File: src/rtl/keypad_emulator.sv
// rtl/keypad_emulator.sv - 4x4 matrix keypad model with LFSR contact bounce
module keypad_emulator #(
    parameter int          BOUNCE_CYCLES = 16,
    parameter int          GAP_CYCLES    = 4,
    parameter logic [7:0]  LFSR_SEED     = 8'hA5
) (
    input  logic        clk,
    input  logic        reset,
    input  logic [3:0]  cols,
    input  logic        key_valid,
    input  logic [3:0]  key_code,
    input  logic [15:0] hold_cycles,
    output logic        key_ready,
    output logic        busy,
    output logic        contact,
    output logic [3:0]  rows
);

    localparam int BW = (BOUNCE_CYCLES > 0) ? $clog2(BOUNCE_CYCLES + 1) : 1;
    localparam int GW = (GAP_CYCLES > 0) ? $clog2(GAP_CYCLES + 1) : 1;
    localparam logic [BW-1:0] BNC_LOAD = BW'(BOUNCE_CYCLES);
    localparam logic [GW-1:0] GAP_LOAD = GW'(GAP_CYCLES);

    typedef enum logic [2:0] {
        S_IDLE,
        S_PRESS_B,
        S_HELD,
        S_REL_B,
        S_GAP
    } state_t;

    state_t        r_state;
    state_t        w_state_nxt;
    logic [3:0]    r_key;
    logic [3:0]    w_key_nxt;
    logic [15:0]   r_hold_cnt;
    logic [15:0]   w_hold_nxt;
    logic [BW-1:0] r_bnc_cnt;
    logic [BW-1:0] w_bnc_nxt;
    logic [GW-1:0] r_gap_cnt;
    logic [GW-1:0] w_gap_nxt;
    logic [7:0]    r_lfsr;
    logic [7:0]    w_lfsr_nxt;
    logic          r_contact;
    logic          w_contact_nxt;
    logic          w_bouncing;

    assign w_bouncing = (r_state == S_PRESS_B) || (r_state == S_REL_B);
    assign w_lfsr_nxt = w_bouncing ? {r_lfsr[6:0], r_lfsr[7] ^ r_lfsr[5] ^ r_lfsr[4] ^ r_lfsr[3]}
                                   : r_lfsr;

    always_comb begin
        w_state_nxt = r_state;
        w_key_nxt   = r_key;
        w_hold_nxt  = r_hold_cnt;
        w_bnc_nxt   = r_bnc_cnt;
        w_gap_nxt   = r_gap_cnt;
        case (r_state)
            S_IDLE: begin
                if (key_valid) begin
                    w_key_nxt  = key_code;
                    w_hold_nxt = (hold_cycles == 16'd0) ? 16'd1 : hold_cycles;
                    if (BOUNCE_CYCLES > 0) begin
                        w_state_nxt = S_PRESS_B;
                        w_bnc_nxt   = BNC_LOAD;
                    end else begin
                        w_state_nxt = S_HELD;
                    end
                end
            end
            S_PRESS_B: begin
                if (r_bnc_cnt == BW'(1)) w_state_nxt = S_HELD;
                else                     w_bnc_nxt   = r_bnc_cnt - BW'(1);
            end
            S_HELD: begin
                if (r_hold_cnt == 16'd1) begin
                    if (BOUNCE_CYCLES > 0) begin
                        w_state_nxt = S_REL_B;
                        w_bnc_nxt   = BNC_LOAD;
                    end else if (GAP_CYCLES > 0) begin
                        w_state_nxt = S_GAP;
                        w_gap_nxt   = GAP_LOAD;
                    end else begin
                        w_state_nxt = S_IDLE;
                    end
                end else begin
                    w_hold_nxt = r_hold_cnt - 16'd1;
                end
            end
            S_REL_B: begin
                if (r_bnc_cnt == BW'(1)) begin
                    if (GAP_CYCLES > 0) begin
                        w_state_nxt = S_GAP;
                        w_gap_nxt   = GAP_LOAD;
                    end else begin
                        w_state_nxt = S_IDLE;
                    end
                end else begin
                    w_bnc_nxt = r_bnc_cnt - BW'(1);
                end
            end
            S_GAP: begin
                if (r_gap_cnt == GW'(1)) w_state_nxt = S_IDLE;
                else                     w_gap_nxt   = r_gap_cnt - GW'(1);
            end
            default: w_state_nxt = S_IDLE;
        endcase

        // contact is registered, so it is computed for the state being entered
        case (w_state_nxt)
            S_PRESS_B, S_REL_B: w_contact_nxt = w_lfsr_nxt[7];
            S_HELD:             w_contact_nxt = 1'b1;
            default:            w_contact_nxt = 1'b0;
        endcase
    end

    always_ff @(posedge clk or negedge reset) begin
        if (!reset) begin
            r_state    <= S_IDLE;
            r_key      <= 4'd0;
            r_hold_cnt <= 16'd0;
            r_bnc_cnt  <= '0;
            r_gap_cnt  <= '0;
            r_lfsr     <= LFSR_SEED;
            r_contact  <= 1'b0;
        end else begin
            r_state    <= w_state_nxt;
            r_key      <= w_key_nxt;
            r_hold_cnt <= w_hold_nxt;
            r_bnc_cnt  <= w_bnc_nxt;
            r_gap_cnt  <= w_gap_nxt;
            r_lfsr     <= w_lfsr_nxt;
            r_contact  <= w_contact_nxt;
        end
    end

    assign key_ready = (r_state == S_IDLE);
    assign busy      = (r_state != S_IDLE);
    assign contact   = r_contact;
    // Passive switch: column drive reaches the row line combinationally.
    assign rows      = (r_contact && cols[r_key[3:2]]) ? (4'b0001 << r_key[1:0]) : 4'b0000;

endmodule
File: config.mk
export PLATFORM = sky130hd
export DESIGN_NAME = keypad_emulator
export DESIGN_NICKNAME = d
export VERILOG_FILES = /design/src/rtl/keypad_emulator.sv
export SDC_FILE = /design/constraint.sdc
export NUM_CORES = 1
export LEC_CHECK = 0
export CORE_ASPECT_RATIO = 0.6
export CORE_MARGIN = 2
export CORE_UTILIZATION = 27
export DETAILED_ROUTE_END_ITERATION = 16
export MAX_ROUTING_LAYER = met4
export PLACE_DENSITY = 0.51
export SLEW_MARGIN = 5
export SYNTH_ARGS = -nofsm -noshare
export SYNTH_HDL_FRONTEND = slang
export SYNTH_SLANG_ARGS = --single-unit
File: constraint.sdc
create_clock -name clk -period 5.53 [get_ports clk]
set_input_delay 0.553 -clock clk [delete_from_list [all_inputs] [get_ports clk]]
set_output_delay 0.553 -clock clk [all_outputs]
set_load 0.1 [all_outputs]
# ---- Word-level counts from Yosys, hierarchy flattened
# Index checks and enable logic that the tools add are counted.
dict set report word_totals {
  output_inout_bits 7
  input_bits 27
  wordCells 68
  reg_bits 40
}
dict set report op_classes {
  bitwise 3
  n_reduce_logical 14
  shift 1
  muxes 22
  magnitude_cmp 1
  n_eq_ne 16
  add_sub_neg 3
}
# operator n
set op_table {}
lappend op_table {{$mux 16} 3}
lappend op_table {{$pmux 16 s2} 1}
lappend op_table {{$mux 3} 7}
lappend op_table {{$eq 16x1->1 const B} 1}
lappend op_table {{$logic_not 16->1} 1}
lappend op_table {{$sub 16x1->16 const B} 1}
lappend op_table {{$mux 5} 3}
lappend op_table {{$pmux 3 s5} 1}
lappend op_table {{$pmux 5 s3} 1}
lappend op_table {{$eq 3x2->1 const B} 4}
lappend op_table {{$ne 2x2->1 const B} 5}
lappend op_table {{$eq 3x1->1 const B} 3}
lappend op_table {{$mux 8} 1}
lappend op_table {{$pmux 3 s2} 1}
lappend op_table {{$reduce_and 3->1} 2}
lappend op_table {{$reduce_bool 3->1} 2}
lappend op_table {{$eq 5x1->1 const B} 1}
lappend op_table {{$sub 5x1->5 const B} 1}
lappend op_table {{$mux 4} 1}
lappend op_table {{$reduce_and 4->1} 1}
lappend op_table {{$reduce_bool 2->1} 2}
lappend op_table {{$reduce_or 2->1} 2}
lappend op_table {{$shl 1x2->4 const A} 1}
lappend op_table {{$eq 3x3->1 const B} 1}
lappend op_table {{other kinds (11)} 13}

# ---- Depth between registers and ports, before layout
# Gate-level depths: netlist of run 1.
dict set report depth {
  ltp_word 6
  depth_mapped 7
  mapped_depth_nobuf 7
}

# ---- Worst setup path after synthesis of run 1
# OpenSTA, ideal clock, no wires.
dict set report synth_timing {
  kind {register to output}
  start {reg r_contact (netlist: contact)}
  end {out rows[0]}
  arrival_time_ns 3.201
  required_time_ns 4.977
  path_buffers 0
  path_stages_with_launch 3
  setup_slack_ns 1.776
  path_cell_list {dfrtp_1 > nand2_1 > nor3_1}
}
dict set report synth_via {
  elab_chain_cells 2
}
# item line_no
set synth_lines {}
lappend synth_lines {{start, declared} 44} ;# logic r_contact;
lappend synth_lines {{start signal, assigned} 133} ;# r_contact <= w_contact_nxt;
lappend synth_lines {{$logic_and 1x1->1} 141} ;# assign rows = (r_contact && cols[r_key[3:2]]) ? (4'b0001 << r_key[1:0]) : 4'b0000;
lappend synth_lines {{$mux 4} 141}
lappend synth_lines {{end, declared} 16} ;# output logic [3:0] rows
# Every way passes these cells.

# ---- Worst setup path after layout of run 1
dict set report layout_timing {
  start {in cols[1]}
  end {out rows[1]}
}
dict set report layout_via {
  elab_chain_cells 4
}
# item line_no
set layout_lines {}
lappend layout_lines {{start, declared} 9} ;# input logic [3:0] cols,
lappend layout_lines {{$bmux 1 s2} 141}
lappend layout_lines {{$mux 1 (implied by the code)} 141}
lappend layout_lines {{$logic_and 1x1->1} 141}
lappend layout_lines {{$mux 4} 141}
# Every way passes these cells. The select of a mux whose other input is x is not followed.

==> impl_results.md, run 1 <==
* Fin area at 0.00292 sq mm
* Hold Vio Cnt, Final at 0
* Post-place setup slack at between 2 and 2.5 ns
* Root Buffer: clkbuf_16
* Total Routing Usage GR at 13.8%
* Hold Buf Count CTS at 0
* Final setup violation count at 0
* Die Ht at 76.1 microns
* Drt initial violations at about 180
* GPL Wtd Cong at about 0.84
* Fmax at between 0.3 and 0.4 GHz
* First-pass GRT wire length at 10100 microns
* IO buf count at 33
* CP required at 4.98 ns
* Slew @ Worst Pin at between 0.9 and 1 ns
* Clk pwr share at roughly a fifth
* Synth warn at 0
* Adder-Cell Fraction of Synth Area at between 3 and 4%
* RSZ-0062 raised after global routing: no
* DR vias at about 2000
* Overflow after GRT at 0
* Initial antenna violation count at 0
* Most frequent cells in the layout: dfrtp_1 (36), clkdlybuf4s50_1 (32), nand2_1 (19), o21ai_0 (14)
* Avg WL per Cell at roughly 16 microns
* Worst hold path class: input pin to async pin
* Clock edge transition at the registers on the reported setup and hold paths at approximately 0.060 ns
* Kind of critical path: input pin to primary output
* Slew headroom at 35.4%
* Max Cap Violations at 0
* Die Wd at between 100 and 150 microns
* Tmin final at 3.21 ns
* Remaining antenna violation count after routing at 0
* Synth Area in Compound Gates at between 20% and 30%
* Site row count at 26
* Multiplexer share of the synthesized area at under 10%
* Power per standard cell area at 587 mW/mm^2
* Pin count of the biggest net entering global routing at slightly above 40
* FFs w/ async S/R, synth at 100%
* Register area at 0.00101 sq mm
* DP HPWL at roughly 4300 microns
* CP endpoint kind: primary output
* R2R depth at 4
* Vias in the first global route at approximately 1900
* CTS max path bufs at 2
* Placed cells at ~370
* Comb power frac at between 40% and 50%
* Setup_tns at 0 ns
* Post-Syn Area at ~0.0023 sq mm
* Fin Clk Skew at 0.00391 ns
* H-Tree Depth at 2
* Data arrival, critical path at ~2.7 ns
* Int Pwr at 0.950 mW
* Fill cell count at between 800 and 900
* Layout area overhead at 25.0%
* Largest family of logic cells by synthesized area: compound AO/OA/AOI/OAI gates
* # Post-CTS Setup Buffers at 0
* Post-Synthesis Cells at between 200 and 250
* Die Area at approximately 0.0094 sq mm
* Mean area per synthesized cell at slightly below 10 sq um
* Worst reg2reg endpoint: r_hold_cnt[1]
* Drt total wl at about 6000 microns
* Post-synth EDFFs at 0
* Num ports at 34
* Vias per cell at 5.31
* Initial DRT Pass Iterations at 4
* Psw at roughly 0.77 mW
* Final Cycle Share at between 50 and 60%
* Layout Nets at 297
* Simple-gate portion of the synthesized area at a little under a fifth
* Clk_lat worst skew at between 0.2 and 0.3 ns
* Cell variety after synth at 60
* Share of cells above drive strength 1 at 12.8%
* Status: finished clean
* Final worst slack at 2.32 ns
* Top FF cell, synth: dfrtp_1
* Synth Net Count at about 270
* Nature of the critical path startpoint: input pin
* Critical path peak fanout at 4
* Post_cts resized at 0
* Post-synthesis xor/xnor area fraction at ~2.6%
* Initial Utilization at ~28%
* Flop pwr share at 30.8%
* CTS buffer count at 5
* Fin. max-slew vios at 0
* Static Leakage at around 1.1 nW
* Flop2flop setup slack at around 2.9 ns
* Placement-stage cell area at around 0.0027 sq mm
* Switching part of the total power at 44.6%
* Multi-input logic area at 0.00122 sq mm
* Core ar. at approximately 0.0085 sq mm
* CTS sink cnt at 40
* Peak supply drop at approximately 0.16 mV
* Part of the Yosys area used for sequential elements at 43.0%
* Synthesis-stage register bit count at 40
* # DRC at 0
* RR Startpoint: r_hold_cnt[14]
* Most common cell after layout, fill and taps aside: dfrtp_1
* Non-Filler Instances at between 300 and 400
* CTS tree: yes
* Antenna diodes at 0
-- routing by layer --
layer	part of all wire, %	wire length (microns)	track usage (%)	up-vias
li1	-	-	-	969
met1	54	3240	21.5	976
met2	40	2380	18.2	51
met3	5.3	316	2.54	7
met4	0.89	53	3.03	0
met5	0	0	-	-
-- registers in the layout (all words and copies together) (netlist names) --
| name | flops |
|---|---|
| r_gap_cnt | 3 |
| r_state | 3 |
| contact | 1 |
| r_hold_cnt | 16 |
| r_lfsr | 8 |
| r_key | 4 |
| r_bnc_cnt | 5 |
-- stage by stage --
| stage | util, % | hold slack [ns] | total power [mW] |
|---|---|---|---|
| after global routing | 34.6 | 0.489 | 1.84 |
| after detailed placement | 32.4 | 0.467 | 1.36 |
| after global placement | 32.4 | 0.471 | 1.36 |
| after CTS | 34.6 | 0.458 | 1.72 |
| final | 34.6 | 0.405 | 1.72 |
| after floorplan | - | 0.257 | 1.15 |
-- worst max-delay path by stage --
stage	startpoint	end
6_report	cols[1]	rows[1]
5_1_grt	cols[1]	rows[3]
4_1_cts	cols[1]	rows[2]
3_5_place_dp	cols[1]	rows[2]
3_3_place_gp	cols[1]	rows[1]
2_1_floorplan	contact	rows[0]
-- critical path: stages --
cell	delay, ns
clkdlybuf4s50_1	0.45
mux4_2	0.22
nand2_1	0.10
nor3_1	0.16
clkdlybuf4s50_1	1.16
-- power by group through the flow --
stage | Clock (mW) | Combinational, mW | Sequential [mW]
after floorplan | 0 | 0.640 | 0.508
after global placement | 0 | 0.829 | 0.528
after detailed placement | 0 | 0.831 | 0.529
after CTS | 0.359 | 0.835 | 0.526
after global routing | 0.372 | 0.920 | 0.546
final | 0.352 | 0.836 | 0.528
-- synthesized netlist by cell type (2+ instances only) --
master     number  share of area (%)
a211oi_1        3               0.96
a21oi_1         7                1.5
a2bb2oi_1       4                1.5
a31oi_1         2               0.53
buf_1           2               0.32
clkbuf_1       11                1.8
dfrtp_1        36                 39
dfstp_2         4                4.5
ha_1            6                3.2
inv_1          10                1.6
mux2_2          8                3.9
nand2_1        19                3.0
nand2b_1        2               0.53
nand3_1         4               0.86
nand4_1         2               0.53
nor2_1          8                1.3
nor3_1         12                2.6
nor3b_1         3               0.96
nor4_1          9                2.4
o211ai_1        4                1.3
o21ai_0        14                3.0
o221ai_1        4                1.5
o2bb2ai_1      12                4.5
o31ai_1         3               0.96
o32a_1          2               0.86
or2_2           2               0.53
or3_1           5                1.3
or3b_2          2               0.75
or4_1           2               0.64
or4_4           2               0.96
xnor2_1         3                1.1
xor2_1          4                1.5
-- final cells by class --
cell class                 instances  share of cell area (%)
timing repair buffer              34                    11.4
clock buffer                       7                    5.22
tap                              112                    4.79
sequential                        40                    34.4
multi-input combinational        172                    41.8
inverter                          11                    1.41
clock inverter                     1                    1.03
-- kinds of logic after synthesis --
kind of cell	after synthesis
adders and majority gates	6
muxes	10
xor gates and xnor gates	7
DFF	40
and+or+nand+nor	79
AOI/OAI and AO/OA	70
buffers and inverters	27
Power figures use the tool's default switching activity.
==> inputs of run 2 (changes only) <==
Settings changed: PLACE_DENSITY 0.51 to 0.53.
Clock period 5.53 ns to 2.9 ns, I/O delays scaled along.
==> run 2 against run 1 <==
Routed wire length shrank 0.40%. Register-to-register slack worse by 2.2 ns. Clock power rose by 56%. Utilization fell by 0.089 points. Sequential cell count unchanged. Critical endpoint is now contact. Largest power group unchanged.
==> impl_results.md, run 2 (same netlist as run 1, synthesis figures left out) <==
* Status: finished clean (unchanged)
* Fin Clk Skew at 0.00844 ns (was 0.00391 ns)
* Site row count at 26 (unchanged)
* Critical path peak fanout at 13 (was 4)
* Most frequent cells in the layout: dfrtp_1 (36), clkdlybuf4s50_1 (25), nand2_1 (19), o21ai_0 (14), buf_4 (14) (was dfrtp_1 (36), clkdlybuf4s50_1 (32), nand2_1 (19), o21ai_0 (14))
* DR vias at 2000 (was 2003)
* Total Routing Usage GR at 13.6% (was 13.8%)
* Core ar. at 0.00846 sq mm (unchanged)
* Slew headroom at 39.0% (was 35.4%)
* Die Area at 0.00945 sq mm (unchanged)
* CTS tree: yes (unchanged)
* Flop2flop setup slack at 0.70 ns (was 2.88 ns)
* Root Buffer: clkbuf_16 (unchanged)
* Regs by FF count: r_hold_cnt x16, r_lfsr x8, r_bnc_cnt x5 (unchanged)
* Hold Vio Cnt, Final at 0 (unchanged)
* WHS at 0.147 ns (was 0.405 ns)
* Remaining antenna violation count after routing at 0 (unchanged)
* Kind of critical path: register to register (was input pin to primary output)
* Num ports at 34 (unchanged)
* Max incr delay on CP at 0.70 ns (was 1.16 ns)
* CP required at 3.06 ns (was 4.98 ns)
* Nature of the critical path startpoint: register (was input pin)
* Placement-stage cell area at 0.00277 sq mm (was 0.00274 sq mm)
* Vias in the first global route at 1934 (was 1918)
* Overflow after GRT at 0 (unchanged)
* CP endpoint kind: register (was primary output)
* Worst reg2reg endpoint: contact (was r_hold_cnt[1])
* Drt initial violations at 221 (was 175)
* Slew @ Worst Pin at 0.915 ns (was 0.966 ns)
* DP HPWL at 4270 microns (was 4320 microns)
* Critical path, cell by cell: or4b_1, o21ai_0, a21oi_1, inv_2, mux2_1 (was clkdlybuf4s50_1, mux4_2, nand2_1, nor3_1, clkdlybuf4s50_1)
* Tmin final at approximately 2.2 ns
* Setup_tns at 0 ns (unchanged)
* Antenna diodes at 0 (unchanged)
* R2R depth at 5 (was 4)
* Share of cells above drive strength 1 at 17.0% (was 12.8%)
* RSZ-0062 raised after global routing: no (unchanged)
* CTS buffer count at 5 (unchanged)
* Final Cycle Share at between 70% and 80%
* Final setup violation count at 0 (unchanged)
* CTS sink cnt at 40 (unchanged)
* Post_cts resized at 0 (unchanged)
* Drt total wl at 5960 microns (was 5980 microns)
* Fmax at ~0.46 GHz
* CTS max path bufs at 2 (unchanged)
* Initial Utilization at 27.6% (unchanged)
* Most common cell after layout, fill and taps aside: dfrtp_1 (unchanged)
* Hold Buf Count CTS at 0 (unchanged)
* H-Tree Depth at 2 (unchanged)
* # Post-CTS Setup Buffers at 0 (unchanged)
* Initial antenna violation count at 0 (unchanged)
* Worst hold path class: input pin to async pin (unchanged)
* IO buf count at 33 (unchanged)
* Max reg flops at 16 (unchanged)
* Layout Nets at 303 (was 297)
* Vias per cell at 5.22 (was 5.31)
* Fin. max-slew vios at 0 (unchanged)
* Clock edge transition at the registers on the reported setup and hold paths at 0.06 ns (about the same)
* Die Ht at 76.1 microns (unchanged)
* Crit-path slowest cell: or4b_1 (was clkdlybuf4s50_1)
* Fin area at 0.00292 sq mm (about the same)
* First-pass GRT wire length at 9940 microns (was 10100 microns)
* Pin count of the biggest net entering global routing at 41 (unchanged)
* Reg with most FFs: r_hold_cnt (unchanged)
* Data arrival, critical path at 2.35 ns (was 2.66 ns)
* Avg WL per Cell at 15.6 microns (was 15.9 microns)
* Non-Filler Instances at 383 (was 377)
* Peak supply drop at 0.291 mV (was 0.156 mV)
* Clk_lat worst skew at 0.28 ns (about the same)
* Initial DRT Pass Iterations at 4 (unchanged)
* Final Util at 34.5% (was 34.6%)
* Max Cap Violations at 0 (unchanged)
* Power per standard cell area at 1090 mW/mm^2 (was 587 mW/mm^2)
* Layout area overhead at 24.7% (was 25.0%)
* Static Leakage at 1.15 nW (was 1.13 nW)
* Placed cells at 375 (was 369)
* RR Startpoint: r_state[0] (was r_hold_cnt[14])
* Die Wd at 124 microns (unchanged)
* # DRC at 0 (unchanged)
* GPL Wtd Cong at 0.772 (was 0.838)
[run 2: changes by cell type in the layout (fill, tap and decap cells not counted), sizes merged]
cell           before  now
buf                 2   15
clkbuf              7    8
clkdlybuf4s50      32   25
bufinv              1    0
[run 2: how the worst max path moves through the flow]
stage | start | end | depth (start not counted)
final | r_state[0] | contact | 5
after global routing | r_hold_cnt[14] | contact | 5
after CTS | r_state[0] | contact | 5
after detailed placement | key_valid | contact | 6
after global placement | key_valid | contact | 6
after floorplan | contact | rows[0] | 2
[run 2: power breakdown]
part	switching, mW	leakage (nW)	total, mW	internal, mW
Combinational	1.00	0.585	1.62	0.614
Clock	0.207	0.0712	0.550	0.343
Sequential	0.238	0.493	1.01	0.771
[run 2: worst max-delay path, delay by kind of cell (launching register included)]
family	cells	cell delay (ns)
AO/OA/AOI/OAI	2	0.42
buffers and inverters	1	0.12
flip-flops	1	0.51
multiplexers	1	0.33
AND/OR/NAND/NOR	1	0.70
[run 2: per-layer routing]
metal  vias up  GRT usage (%)  part of all wire, %
li1        970              -                    -
met1       966           20.4                   53
met2        60           18.8                   41
met3         4           2.47                  5.3
met4         0           3.15                 0.65
met5         -              -                    0
[run 2: layout make-up]
type                       count  area [sq um]
clock buffer                   8           146
sequential                    40          1010
fill                         842          5540
tap                          112           140
multi-input combinational    172          1220
timing repair buffer          40           360
inverter                      11          41.3
[run 2: per-stage QoR]
step                      setup WS, ns  total power [mW]
after floorplan                 -0.591              2.19
after global placement           0.628              2.61
after detailed placement         0.561              2.62
after CTS                        0.726              3.18
after global routing             0.574              3.44
final                            0.703              3.18
==> inputs of run 3 (changes only) <==
Settings changed: PLACE_DENSITY 0.53 to 0.51.
Clock period 2.9 ns to 2.05 ns, I/O delays scaled along.
==> run 3 against run 2 <==
Design area grew 14%. Sequential cell count is the same. Global-route usage grew 1.9 points. Worst hold slack gained 0.27 ns. Die area is the same. Sequential share of layout area shrank 4.3 points. Sequential power grew 38%. Via count grew 6.1%. Clock power grew 48%. Utilization grew 5.0 points. First-iteration DRC count shrank 17%. Clock-buffer cell count shrank 1.
==> impl_results.md, run 3 (same netlist as run 1, synthesis figures left out) <==
* Status: finished clean (unchanged)
* Clock edge transition at the registers on the reported setup and hold paths at 0.06 ns (about the same)
* Comb power frac at 58.0% (was 50.9%)
* Vias in the first global route at 1931 (was 1934)
* Fmax at 0.498 GHz (was 0.455 GHz)
* DP HPWL at 4970 microns (was 4270 microns)
* CTS buffer count at 5 (unchanged)
* Clk pwr share at 15.5% (was 17.3%)
* Share of cells above drive strength 1 at 29.8% (was 17.0%)
* Placed cells at 404 (was 375)
* Layout Nets at 334 (was 303)
* Avg WL per Cell at 16.1 microns (was 15.6 microns)
* CTS tree: yes (unchanged)
* Reg with most FFs: r_hold_cnt (unchanged)
* Max Cap Violations at 0 (unchanged)
* Fin. max-slew vios at 0 (unchanged)
* Int Pwr at 2.89 mW (was 1.73 mW)
* RR Startpoint: r_hold_cnt[10] (was r_state[0])
* Drt initial violations at 184 (was 221)
* Most frequent cells in the layout: buf_4 (37), dfrtp_1 (35), clkdlybuf4s50_1 (25), nand2_1 (19), o21ai_0 (14) (was dfrtp_1 (36), clkdlybuf4s50_1 (25), nand2_1 (19), o21ai_0 (14), buf_4 (14))
* Tmin final at 2.01 ns (was 2.20 ns)
* Final total power at 5.25 mW (was 3.18 mW)
* Slew headroom at 72.8% (was 39.0%)
* Initial antenna violation count at 0 (unchanged)
* Psw at 2.36 mW (was 1.45 mW)
* Layout area overhead at 42.7% (was 24.7%)
* Flop pwr share at 26.6% (was 31.8%)
* CTS sink cnt at 40 (unchanged)
* Regs by FF count: r_hold_cnt x16, r_lfsr x8, r_bnc_cnt x5 (unchanged)
* Non-Filler Instances at 414 (was 383)
* Max reg flops at 16 (unchanged)
* CP endpoint kind: register (unchanged)
* Fin Clk Skew at 0.00928 ns (was 0.00844 ns)
* R2R depth at 4 (was 5)
* GPL Wtd Cong at 0.904 (was 0.772)
* Peak supply drop at 0.446 mV (was 0.291 mV)
* Switching part of the total power at 45.0% (was 45.6%)
* Die Ht at 76.1 microns (unchanged)
* Die Wd at 124 microns (unchanged)
* Kind of critical path: register to register (unchanged)
* RSZ-0062 raised after global routing: yes (was no)
* Most common cell after layout, fill and taps aside: buf_4 (was dfrtp_1)
* Drt total wl at 6670 microns (was 5960 microns)
* Slew @ Worst Pin at 0.398 ns (was 0.915 ns)
* Post-place setup slack at -0.0107 ns (was 0.561 ns)
* Power per standard cell area at 1570 mW/mm^2 (was 1090 mW/mm^2)
* Core ar. at 0.00846 sq mm (unchanged)
* Pin count of the biggest net entering global routing at 31 (was 41)
* Setup_tns at 0 ns (unchanged)
* # DRC at 0 (unchanged)
* Data arrival, critical path at 2.18 ns (was 2.35 ns)
* Multi-input logic area at 0.00133 sq mm (was 0.00122 sq mm)
* WHS at 0.415 ns (was 0.147 ns)
* Final worst slack at 0.0431 ns (was 0.703 ns)
* Final Cycle Share at 97.9% (was 75.8%)
* Register area at 0.00101 sq mm (about the same)
* Site row count at 26 (unchanged)
* Clk_lat worst skew at 0.29 ns (was 0.28 ns)
* IO buf count at 33 (unchanged)
* Hold Vio Cnt, Final at 0 (unchanged)
* Antenna diodes at 0 (unchanged)
* Num ports at 34 (unchanged)
* DR vias at 2122 (was 2000)
* H-Tree Depth at 2 (unchanged)
* Worst reg2reg endpoint: r_hold_cnt[1] (was contact)
* Vias per cell at 5.13 (was 5.22)
* Worst hold path class: input pin to async pin (unchanged)
* CTS max path bufs at 2 (unchanged)
* Root Buffer: clkbuf_16 (unchanged)
* Die Area at 0.00945 sq mm (unchanged)
* Initial DRT Pass Iterations at 5 (was 4)
* Overflow after GRT at 0 (unchanged)
* Initial Utilization at 27.6% (unchanged)
* Remaining antenna violation count after routing at 0 (unchanged)
* Critical path peak fanout at 4 (was 13)
* Final setup violation count at 0 (unchanged)
* CP required at 2.23 ns (was 3.06 ns)
* First-pass GRT wire length at 10700 microns (was 9940 microns)
* Fill cell count at 819 (was 842)
* Flop2flop setup slack at 0.04 ns (was 0.70 ns)
* Static Leakage at 1.34 nW (was 1.15 nW)
* Total Routing Usage GR at 15.5% (was 13.6%)
* Nature of the critical path startpoint: register (unchanged)
-- run 3: changes by cell type in the layout (fill, tap and decap cells not counted), moves of 2 or more --
cell	delta
buf_12	+5
nor3_1	-6
buf_4	+23
clkinvlp_4	+2
nor3_4	+5
buf_6	+2
-- run 3: final cells by class --
type	count	area share [%]
clock buffer	7	4.27
clock inverter	1	0.225
inverter	11	1.35
multi-input combinational	172	39.8
sequential	40	30.2
tap	112	4.20
timing repair buffer	71	19.9
-- run 3: stage by stage --
step,area [sq um],utilization [%]
2_1_floorplan,2410,-
3_3_place_gp,3110,36.8
3_5_place_dp,3110,36.8
4_1_cts,3270,38.7
5_1_grt,3340,39.5
6_report,3340,39.5
-- run 3: how the worst max path moves through the flow --
| stage | startpoint | to | slack [ns] |
|---|---|---|---|
| 5_1_grt | r_hold_cnt[10] | r_hold_cnt[8] | -0.04 |
| 3_3_place_gp | r_hold_cnt[0] | r_hold_cnt[8] | -0.06 |
| 2_1_floorplan | r_state[2] | r_hold_cnt[12] | -0.10 |
| 6_report | r_hold_cnt[10] | r_hold_cnt[1] | 0.04 |
| 3_5_place_dp | r_hold_cnt[0] | r_hold_cnt[8] | -0.01 |
| 4_1_cts | r_hold_cnt[0] | r_hold_cnt[15] | 0.0009 |
-- run 3: power by group through the flow --
| stage | logic, mW | clock network (mW) | registers (mW) |
|---|---|---|---|
| CTS | 2.91 | 0.835 | 1.38 |
| floorplan | 1.81 | 0 | 1.40 |
| finish | 3.04 | 0.813 | 1.39 |
| detailed placement | 2.89 | 0 | 1.39 |
| global placement | 2.91 | 0 | 1.39 |
| global route | 3.32 | 0.882 | 1.44 |
-- run 3: worst max-delay path: stages (launching register included) --
cell and delay (ns):
dfrtp_1 0.41, or4_4 0.55, or3_4 0.43, o21ai_4 0.20, mux2_4 0.31
-- run 3: routing by layer --
| layer | GRT usage, % | vias up | share of wire (%) |
|---|---|---|---|
| li1 | - | 1032 | - |
| met1 | 25.6 | 1017 | 54 |
| met2 | 16.6 | 66 | 36 |
| met3 | 4.87 | 7 | 8.5 |
| met4 | 4.72 | 0 | 1.4 |
| met5 | - | - | 0 |
-- run 3: repair_timing --
item	4_1_cts	5_1_grt
endpoints found under the hold margin	36	0
setup endpoints to repair	1	12
pin swaps	0	3
gates resized for setup	1	12
hold buffers	1	0
setup buffers	0	1
